File: config.mk
export PLATFORM = sky130hd
export DESIGN_NAME = mips_multicycle_control_flat
export DESIGN_NICKNAME = d
export VERILOG_FILES = /design/src/rtl/mips_multicycle_control_if.sv /design/src/rtl/mips_multicycle_control.sv /design/src/flat_wrapper.sv
export SDC_FILE = /design/constraint.sdc
export NUM_CORES = 1
export LEC_CHECK = 0
export CAP_MARGIN = 20
export CORE_MARGIN = 8
export CORE_UTILIZATION = 38
export DETAILED_ROUTE_END_ITERATION = 10
export PLACE_DENSITY = 0.86
export SETUP_SLACK_MARGIN = 0.1
export SLEW_MARGIN = 5
export SYNTH_ARGS = -nofsm -noshare
export SYNTH_HDL_FRONTEND = slang
export SYNTH_SLANG_ARGS = --single-unit
File: constraint.sdc
create_clock -name clk -period 1.7 [get_ports clk]
set_input_delay 0.34 -clock clk [delete_from_list [all_inputs] [get_ports clk]]
set_output_delay 0.34 -clock clk [all_outputs]
set_load 0.1 [all_outputs]
File: src/rtl/mips_multicycle_control_if.sv
//==============================================================================
// Module      : mips_multicycle_control_if
// Description : Control <-> datapath bundle for the multi-cycle MIPS core.
//               The master side is the control FSM and the slave side is the
//               datapath or an observer.
// Revision    : 1.0 - initial release
//==============================================================================
`default_nettype none

interface mips_multicycle_control_if;
    // Status flowing from the datapath into control
    logic [5:0] opcode;
    logic       zero;
    logic       mem_ready;

    // Controls flowing from control into the datapath
    logic [3:0] alu_op;
    logic       alu_src_a;
    logic [1:0] alu_src_b;
    logic [1:0] pc_source;
    logic       pc_en;
    logic       i_or_d;
    logic       mem_read;
    logic       mem_write;
    logic       ir_write;
    logic       reg_dst;
    logic       mem_to_reg;
    logic       reg_write;
    logic       instr_done;
    logic       illegal_op;
    logic [3:0] state;

    modport master (
        input  opcode, zero, mem_ready,
        output alu_op, alu_src_a, alu_src_b, pc_source, pc_en, i_or_d,
               mem_read, mem_write, ir_write, reg_dst, mem_to_reg,
               reg_write, instr_done, illegal_op, state
    );

    modport slave (
        output opcode, zero, mem_ready,
        input  alu_op, alu_src_a, alu_src_b, pc_source, pc_en, i_or_d,
               mem_read, mem_write, ir_write, reg_dst, mem_to_reg,
               reg_write, instr_done, illegal_op, state
    );
endinterface

`default_nettype wire

File: src/rtl/mips_multicycle_control.sv
//==============================================================================
// Module      : mips_multicycle_control
// Description : Multi-cycle main control FSM for the MIPS core. It steps each
//               instruction through fetch/decode/execute/memory/writeback,
//               drives the alu_control op code and all datapath enables, and
//               stalls on the memory ready handshake.
// Revision    : 1.0 - initial release
//==============================================================================
`default_nettype none

module mips_multicycle_control #(
    parameter logic [3:0] ALU_ADD   = 4'b0000,
    parameter logic [3:0] ALU_SUB   = 4'b0001,
    parameter logic [3:0] ALU_FUNCT = 4'b0010
) (
    input  wire logic                   clk,
    input  wire logic                   reset,
    mips_multicycle_control_if.master   bus
);

    localparam logic [5:0] OP_RTYPE = 6'b000000;
    localparam logic [5:0] OP_LW    = 6'b100011;
    localparam logic [5:0] OP_SW    = 6'b101011;
    localparam logic [5:0] OP_BEQ   = 6'b000100;
    localparam logic [5:0] OP_J     = 6'b000010;
    localparam logic [5:0] OP_ADDI  = 6'b001000;

    typedef enum logic [3:0] {
        S_FETCH     = 4'd0,
        S_DECODE    = 4'd1,
        S_MEM_ADDR  = 4'd2,
        S_MEM_READ  = 4'd3,
        S_MEM_WB    = 4'd4,
        S_MEM_WRITE = 4'd5,
        S_R_EXEC    = 4'd6,
        S_R_WB      = 4'd7,
        S_BRANCH    = 4'd8,
        S_JUMP      = 4'd9,
        S_I_EXEC    = 4'd10,
        S_I_WB      = 4'd11
    } state_t;

    state_t state_q;
    state_t state_d;

    // State register; reset aborts any instruction in flight and returns to fetch
    always_ff @(posedge clk or posedge reset) begin
        if (reset) begin
            state_q <= S_FETCH;
        end else begin
            state_q <= state_d;
        end
    end

    // Next-state sequencing; unreachable codes fall back to FETCH
    always_comb begin
        state_d = S_FETCH;
        case (state_q)
            S_FETCH:     state_d = bus.mem_ready ? S_DECODE : S_FETCH;
            S_DECODE: begin
                case (bus.opcode)
                    OP_LW, OP_SW: state_d = S_MEM_ADDR;
                    OP_RTYPE:     state_d = S_R_EXEC;
                    OP_BEQ:       state_d = S_BRANCH;
                    OP_J:         state_d = S_JUMP;
                    OP_ADDI:      state_d = S_I_EXEC;
                    default:      state_d = S_FETCH;
                endcase
            end
            // IR holds the opcode stable, so it still selects lw vs sw here
            S_MEM_ADDR:  state_d = (bus.opcode == OP_SW) ? S_MEM_WRITE : S_MEM_READ;
            S_MEM_READ:  state_d = bus.mem_ready ? S_MEM_WB : S_MEM_READ;
            S_MEM_WB:    state_d = S_FETCH;
            S_MEM_WRITE: state_d = bus.mem_ready ? S_FETCH : S_MEM_WRITE;
            S_R_EXEC:    state_d = S_R_WB;
            S_R_WB:      state_d = S_FETCH;
            S_BRANCH:    state_d = S_FETCH;
            S_JUMP:      state_d = S_FETCH;
            S_I_EXEC:    state_d = S_I_WB;
            S_I_WB:      state_d = S_FETCH;
            default:     state_d = S_FETCH;
        endcase
    end

    // Moore output decode; reset forces every strobe and mux select to zero
    // combinationally, so no write can appear while reset is high
    always_comb begin
        bus.alu_op     = ALU_ADD;
        bus.alu_src_a  = 1'b0;
        bus.alu_src_b  = 2'b00;
        bus.pc_source  = 2'b00;
        bus.pc_en      = 1'b0;
        bus.i_or_d     = 1'b0;
        bus.mem_read   = 1'b0;
        bus.mem_write  = 1'b0;
        bus.ir_write   = 1'b0;
        bus.reg_dst    = 1'b0;
        bus.mem_to_reg = 1'b0;
        bus.reg_write  = 1'b0;
        bus.instr_done = 1'b0;
        bus.illegal_op = 1'b0;
        if (!reset) begin
            case (state_q)
                S_FETCH: begin
                    bus.mem_read  = 1'b1;
                    bus.alu_src_b = 2'b01;
                    bus.ir_write  = bus.mem_ready;
                    bus.pc_en     = bus.mem_ready;
                end
                S_DECODE: begin
                    bus.alu_src_b = 2'b11;
                    case (bus.opcode)
                        OP_LW, OP_SW, OP_RTYPE, OP_BEQ, OP_J, OP_ADDI:
                                 bus.illegal_op = 1'b0;
                        default: bus.illegal_op = 1'b1;
                    endcase
                end
                S_MEM_ADDR: begin
                    bus.alu_src_a = 1'b1;
                    bus.alu_src_b = 2'b10;
                end
                S_MEM_READ: begin
                    bus.mem_read = 1'b1;
                    bus.i_or_d   = 1'b1;
                end
                S_MEM_WB: begin
                    bus.reg_write  = 1'b1;
                    bus.mem_to_reg = 1'b1;
                    bus.instr_done = 1'b1;
                end
                S_MEM_WRITE: begin
                    bus.mem_write  = 1'b1;
                    bus.i_or_d     = 1'b1;
                    bus.instr_done = bus.mem_ready;
                end
                S_R_EXEC: begin
                    bus.alu_src_a = 1'b1;
                    bus.alu_op    = ALU_FUNCT;
                end
                S_R_WB: begin
                    bus.reg_write  = 1'b1;
                    bus.reg_dst    = 1'b1;
                    bus.instr_done = 1'b1;
                end
                S_BRANCH: begin
                    bus.alu_src_a  = 1'b1;
                    bus.alu_op     = ALU_SUB;
                    bus.pc_source  = 2'b01;
                    bus.pc_en      = bus.zero;
                    bus.instr_done = 1'b1;
                end
                S_JUMP: begin
                    bus.pc_source  = 2'b10;
                    bus.pc_en      = 1'b1;
                    bus.instr_done = 1'b1;
                end
                S_I_EXEC: begin
                    bus.alu_src_a = 1'b1;
                    bus.alu_src_b = 2'b10;
                end
                S_I_WB: begin
                    bus.reg_write  = 1'b1;
                    bus.instr_done = 1'b1;
                end
                default: begin
                    bus.alu_op = ALU_ADD;
                end
            endcase
        end
    end

    assign bus.state = state_q;

endmodule

`default_nettype wire

File: src/flat_wrapper.sv
// flat-port wrapper written by rule: the top's interface ports become plain ports
module mips_multicycle_control_flat 
#(
    parameter logic [3:0] ALU_ADD   = 4'b0000,
    parameter logic [3:0] ALU_SUB   = 4'b0001,
    parameter logic [3:0] ALU_FUNCT = 4'b0010
)
  (clk, reset, bus_opcode, bus_zero, bus_mem_ready, bus_alu_op, bus_alu_src_a, bus_alu_src_b, bus_pc_source, bus_pc_en, bus_i_or_d, bus_mem_read, bus_mem_write, bus_ir_write, bus_reg_dst, bus_mem_to_reg, bus_reg_write, bus_instr_done, bus_illegal_op, bus_state);
  mips_multicycle_control_if bus_i ();
  input  wire logic clk;
  input  wire logic reset;
  input wire logic [$bits(bus_i.opcode)-1:0] bus_opcode;
  input wire logic [$bits(bus_i.zero)-1:0] bus_zero;
  input wire logic [$bits(bus_i.mem_ready)-1:0] bus_mem_ready;
  output wire logic [$bits(bus_i.alu_op)-1:0] bus_alu_op;
  output wire logic [$bits(bus_i.alu_src_a)-1:0] bus_alu_src_a;
  output wire logic [$bits(bus_i.alu_src_b)-1:0] bus_alu_src_b;
  output wire logic [$bits(bus_i.pc_source)-1:0] bus_pc_source;
  output wire logic [$bits(bus_i.pc_en)-1:0] bus_pc_en;
  output wire logic [$bits(bus_i.i_or_d)-1:0] bus_i_or_d;
  output wire logic [$bits(bus_i.mem_read)-1:0] bus_mem_read;
  output wire logic [$bits(bus_i.mem_write)-1:0] bus_mem_write;
  output wire logic [$bits(bus_i.ir_write)-1:0] bus_ir_write;
  output wire logic [$bits(bus_i.reg_dst)-1:0] bus_reg_dst;
  output wire logic [$bits(bus_i.mem_to_reg)-1:0] bus_mem_to_reg;
  output wire logic [$bits(bus_i.reg_write)-1:0] bus_reg_write;
  output wire logic [$bits(bus_i.instr_done)-1:0] bus_instr_done;
  output wire logic [$bits(bus_i.illegal_op)-1:0] bus_illegal_op;
  output wire logic [$bits(bus_i.state)-1:0] bus_state;
  assign bus_i.opcode = bus_opcode;
  assign bus_i.zero = bus_zero;
  assign bus_i.mem_ready = bus_mem_ready;
  assign bus_alu_op = bus_i.alu_op;
  assign bus_alu_src_a = bus_i.alu_src_a;
  assign bus_alu_src_b = bus_i.alu_src_b;
  assign bus_pc_source = bus_i.pc_source;
  assign bus_pc_en = bus_i.pc_en;
  assign bus_i_or_d = bus_i.i_or_d;
  assign bus_mem_read = bus_i.mem_read;
  assign bus_mem_write = bus_i.mem_write;
  assign bus_ir_write = bus_i.ir_write;
  assign bus_reg_dst = bus_i.reg_dst;
  assign bus_mem_to_reg = bus_i.mem_to_reg;
  assign bus_reg_write = bus_i.reg_write;
  assign bus_instr_done = bus_i.instr_done;
  assign bus_illegal_op = bus_i.illegal_op;
  assign bus_state = bus_i.state;
  mips_multicycle_control #(.ALU_ADD(ALU_ADD), .ALU_SUB(ALU_SUB), .ALU_FUNCT(ALU_FUNCT)) u_core (.clk(clk), .reset(reset), .bus(bus_i));
endmodule
==> flow_summary.toml, run 1 <==
[logic_synthesis]
synthXorXnorAreaFrac_pct = 2.86
synthAdderAreaFrac_pct = 0
synthSimpleGateAreaFrac_pct = 50.7
synth_top_family_by_area = "simple AND/OR/NAND/NOR gates"
synth-seq-cells = 4
synth-compound-area-share_pct = 20.2
ys_seq_area_share_pct = 16.4
synthCells = 87
avgSynthCellArea_um2 = 7.03
synth.largest_area_cell = "dfrtp_1"
ys_warn_count = 0
synthTopCellsByArea = "dfrtp_1, nor2_1, nand2b_1"
synth_mux_area_share_pct = 0
synth_cell_types = 35
synth_area_um2 = 612
yosys.area.top_type_share_pct = 16.4

[place]
port_buffers = 30
gp_congestion = 0.813

[die]
die_w_um = 56.1
die_h_um = 56.1
top_level_ports = 33
start_util_pct = 40.6
rows = 14

[outcome]
outcome = "did not finish"
last-stage-reached = "detailed placement"
firstError = "[ERROR DPL-0038] Utilization greater than 100%, impossible to legalize"
-- stage by stage --
step	area (um^2)	setup WS, ns	hold slack (ns)	TNS [ns]
floorplan	863	-1.11	0.360	-8.49
global placement	1540	-0.243	0.619	-1.58
-- Yosys cell counts --
master / number
a31oi_1: 2
nand4b_1: 1
nor4_2: 2
nand4_1: 1
inv_1: 2
o2111ai_1: 1
nor4b_2: 1
nor3_1: 6
o21ai_1: 3
nor4b_1: 1
a211o_1: 2
conb_1: 1
and2_1: 2
and4_1: 2
o211ai_1: 1
nor2_1: 10
nor4_1: 5
nand3b_1: 2
nand3_2: 1
and2b_4: 1
dfrtp_1: 4
a211oi_1: 2
buf_2: 3
xor2_1: 1
nand3_1: 3
nor2b_1: 4
nand2b_1: 5
o21bai_1: 1
a21oi_1: 4
xnor2_1: 1
clkbuf_1: 3
o21ai_0: 2
nand2_1: 3
buf_4: 3
o32a_1: 1
-- cell families after synthesis --
family                    after synthesis
xor gates and xnor gates                2
other                                   1
buffers and inverters                  11
DFF                                     4
and+or+nand+nor                        50
AOI/OAI and AO/OA                      19
==> run 2, diff against run 1 <==
CORE_AREA = 8 8 69 71   (was unset)
CORE_MARGIN = unset   (was 8)
CORE_UTILIZATION = unset   (was 38)
DIE_AREA = 0 0 77 79   (was unset)
PLACE_DENSITY = unset   (was 0.86)
PLACE_DENSITY_LB_ADDON = 0.15   (was unset)
SETUP_SLACK_MARGIN = unset   (was 0.1)
==> run 2 against run 1 <==
  * The flow now finishes, with violations (setup timing)
  * Area after synthesis is the same
  * Synthesized cell count is the same
==> flow_summary.toml, run 2 <==
[worst_setup_path]
crit_fanout = 5
endpoint_kind = "output port"
rr_worst_depth = 6
worstSetupPathType = "reg2out"
r2r_start = "u_core.bus.state[1]"
rr_endpoint = "u_core.bus.state[0]"
ff2ff_setup_slack_ns = 0.18
worstPathArrival_ns = 1.55
start_kind = "flop"
cp-startpoint = "u_core.bus.state[3]"
critPathRequiredTime_ns = 1.36

[clock_network]
cts_buffers = 3
ctsLongestPathBuffers = 2
h-tree-depth = 1
clkSinkCount = 4
clock_latency_ns = 0.22
cts_root_buf = "clkbuf_8"
clkTransAtPathRegs_ns = 0.03
cts_tree = "yes"

[logic_synthesis]
yosys.area.top_type_share_pct = 16.4
ys_warn_count = 0
synth_area_um2 = 612
synthCells = 87
synth-seq-cells = 4
avgSynthCellArea_um2 = 7.03
synth.largest_area_cell = "dfrtp_1"
synth_flop_cell = "dfrtp_1"
ys_seq_area_share_pct = 16.4
synth_common_cells = "nor2_1, nor3_1, nand2b_1, nor4_1"
yosysMostFrequentCell = "nor2_1"
synth_edf_count = 0
async_reset_ff_share_pct = 100
synthTopCellsByArea = "dfrtp_1, nor2_1, nand2b_1"
synth_cell_types = 35

[timing]
final.setup.worst_slack_ns = -0.187
finalMaxSlewViolations = 0
fin_skew_ns = 0.00337
timing.fmax_mhz = 530
finalSetupViolations = 17
hold_viol_final = 0
period_share_pct = 111
rsz0062_at_grt = "true"
fin_hold_ws_ns = 0.486
fin_crit_ns = 1.89

[place]
dp_slack_ns = -0.259
dp_hpwl_um = 2020
port_buffers = 30
gp_congestion = 0.729
placed_cell_area_um2 = 1600

[detailed_routing]
drt-wirelength-per-cell_um = 12.7
drtIter0Drc = 32
dr.pass1.iters = 4
vias = 930
drt_wl_total_um = 2660
via_per_inst = 4.45
antenna_left = 0
drc_errors = 0

[die]
rows = 23
top_level_ports = 33
core_um2 = 3800
die_w_um = 77
start_util_pct = 16.1
die_h_um = 79
dieArea_um2 = 6080

[job]
drv_cap = 0

[finish]
syn_to_final_growth_pct = 204
fillers = 377
nets = 171
drive_gt1_share_pct = 68.6
layout_commonest_cell = "buf_4"
fin_area_um2 = 1860
diodes = 0
final_cell_mix = "buf_4, buf_12, buf_6"
largest_register_ffs = 4

[global_route]
grt_first_pass_wirelength_um = 4540
overflow = 0
grt_usage_pct = 9.00
antenna_found_initial = 0
grt_max_degree = 11
first_global_vias = 974

[pwr]
p_leak_uw = 0.000743
ir_drop_mv = 1.13
powerDensity_nw_per_um2 = 1520
total_power_uw = 2820

[outcome]
outcome = "finished with violations"
violations = "setup timing"

[hold_path]
min-delay-path-class = "in2async"
run 2: cell families after synthesis:
logic type	count (synthesis)	synth area share, %
simple gates	50	50.7
xor+xnor	2	2.86
buf+inv	11	9.20
compound gates	19	20.2
flops	4	16.4
other cells	1	0.613
run 2: worst max path at each step:
stage	endpoint	slack, ns
after detailed placement	bus_pc_en	-0.26
after global placement	bus_pc_en	-0.26
final	bus_reg_write	-0.19
after floorplan	bus_ir_write	-1.12
after global routing	bus_reg_write	-0.24
after CTS	bus_reg_write	-0.20
run 2: layout make-up:
type	count	area, um^2	area share, %
Clock buffer	3	41.3	2.22
Tap cell	50	62.6	3.36
Timing Repair Buffer	77	921	49.5
Multi-Input combinational cell	73	712	38.3
Inverter	2	7.51	0.404
Sequential cell	4	115	6.19
run 2: per-layer routing:
layer  GRT usage [%]  vias to the layer above  share of wire [%]
li1                -                      469                  -
met1            9.47                      431                 41
met2            16.3                       25                 52
met3            2.37                        5                5.4
met4            4.53                        0                1.8
met5               0                        -                  0
run 2: report_power, final:
| part | switching (uW) | total, uW | internal (uW) |
|---|---|---|---|
| Sequential | 67.0 | 213 | 146 |
| Combinational | 1390 | 2410 | 1020 |
| Clock | 48.8 | 200 | 151 |
run 2: timing repair:
item	CTS	global route
pin swaps	11	8
resized for setup	22	15
endpoints found under the setup margin	17	17
buffers inserted	12	2
hold buffers	0	0
run 2: worst max-delay path, cell delays in order, from the launching register on:
cell and delay, ns:
dfrtp_4 0.50, nand2b_4 0.17, o32a_1 0.36, nor2_4 0.11, buf_12 0.18
run 2: metrics by stage:
step | cells | TNS [ns] | util [%]
after floorplan | 88 | -8.53 | -
after global placement | 192 | -2.01 | 42.2
after detailed placement | 192 | -2.03 | 42.2
after CTS | 207 | -2.14 | 47.1
after global routing | 209 | -2.74 | 48.9
final | 209 | -1.76 | 48.9
No activity file was read; power rests on OpenSTA's default activity.
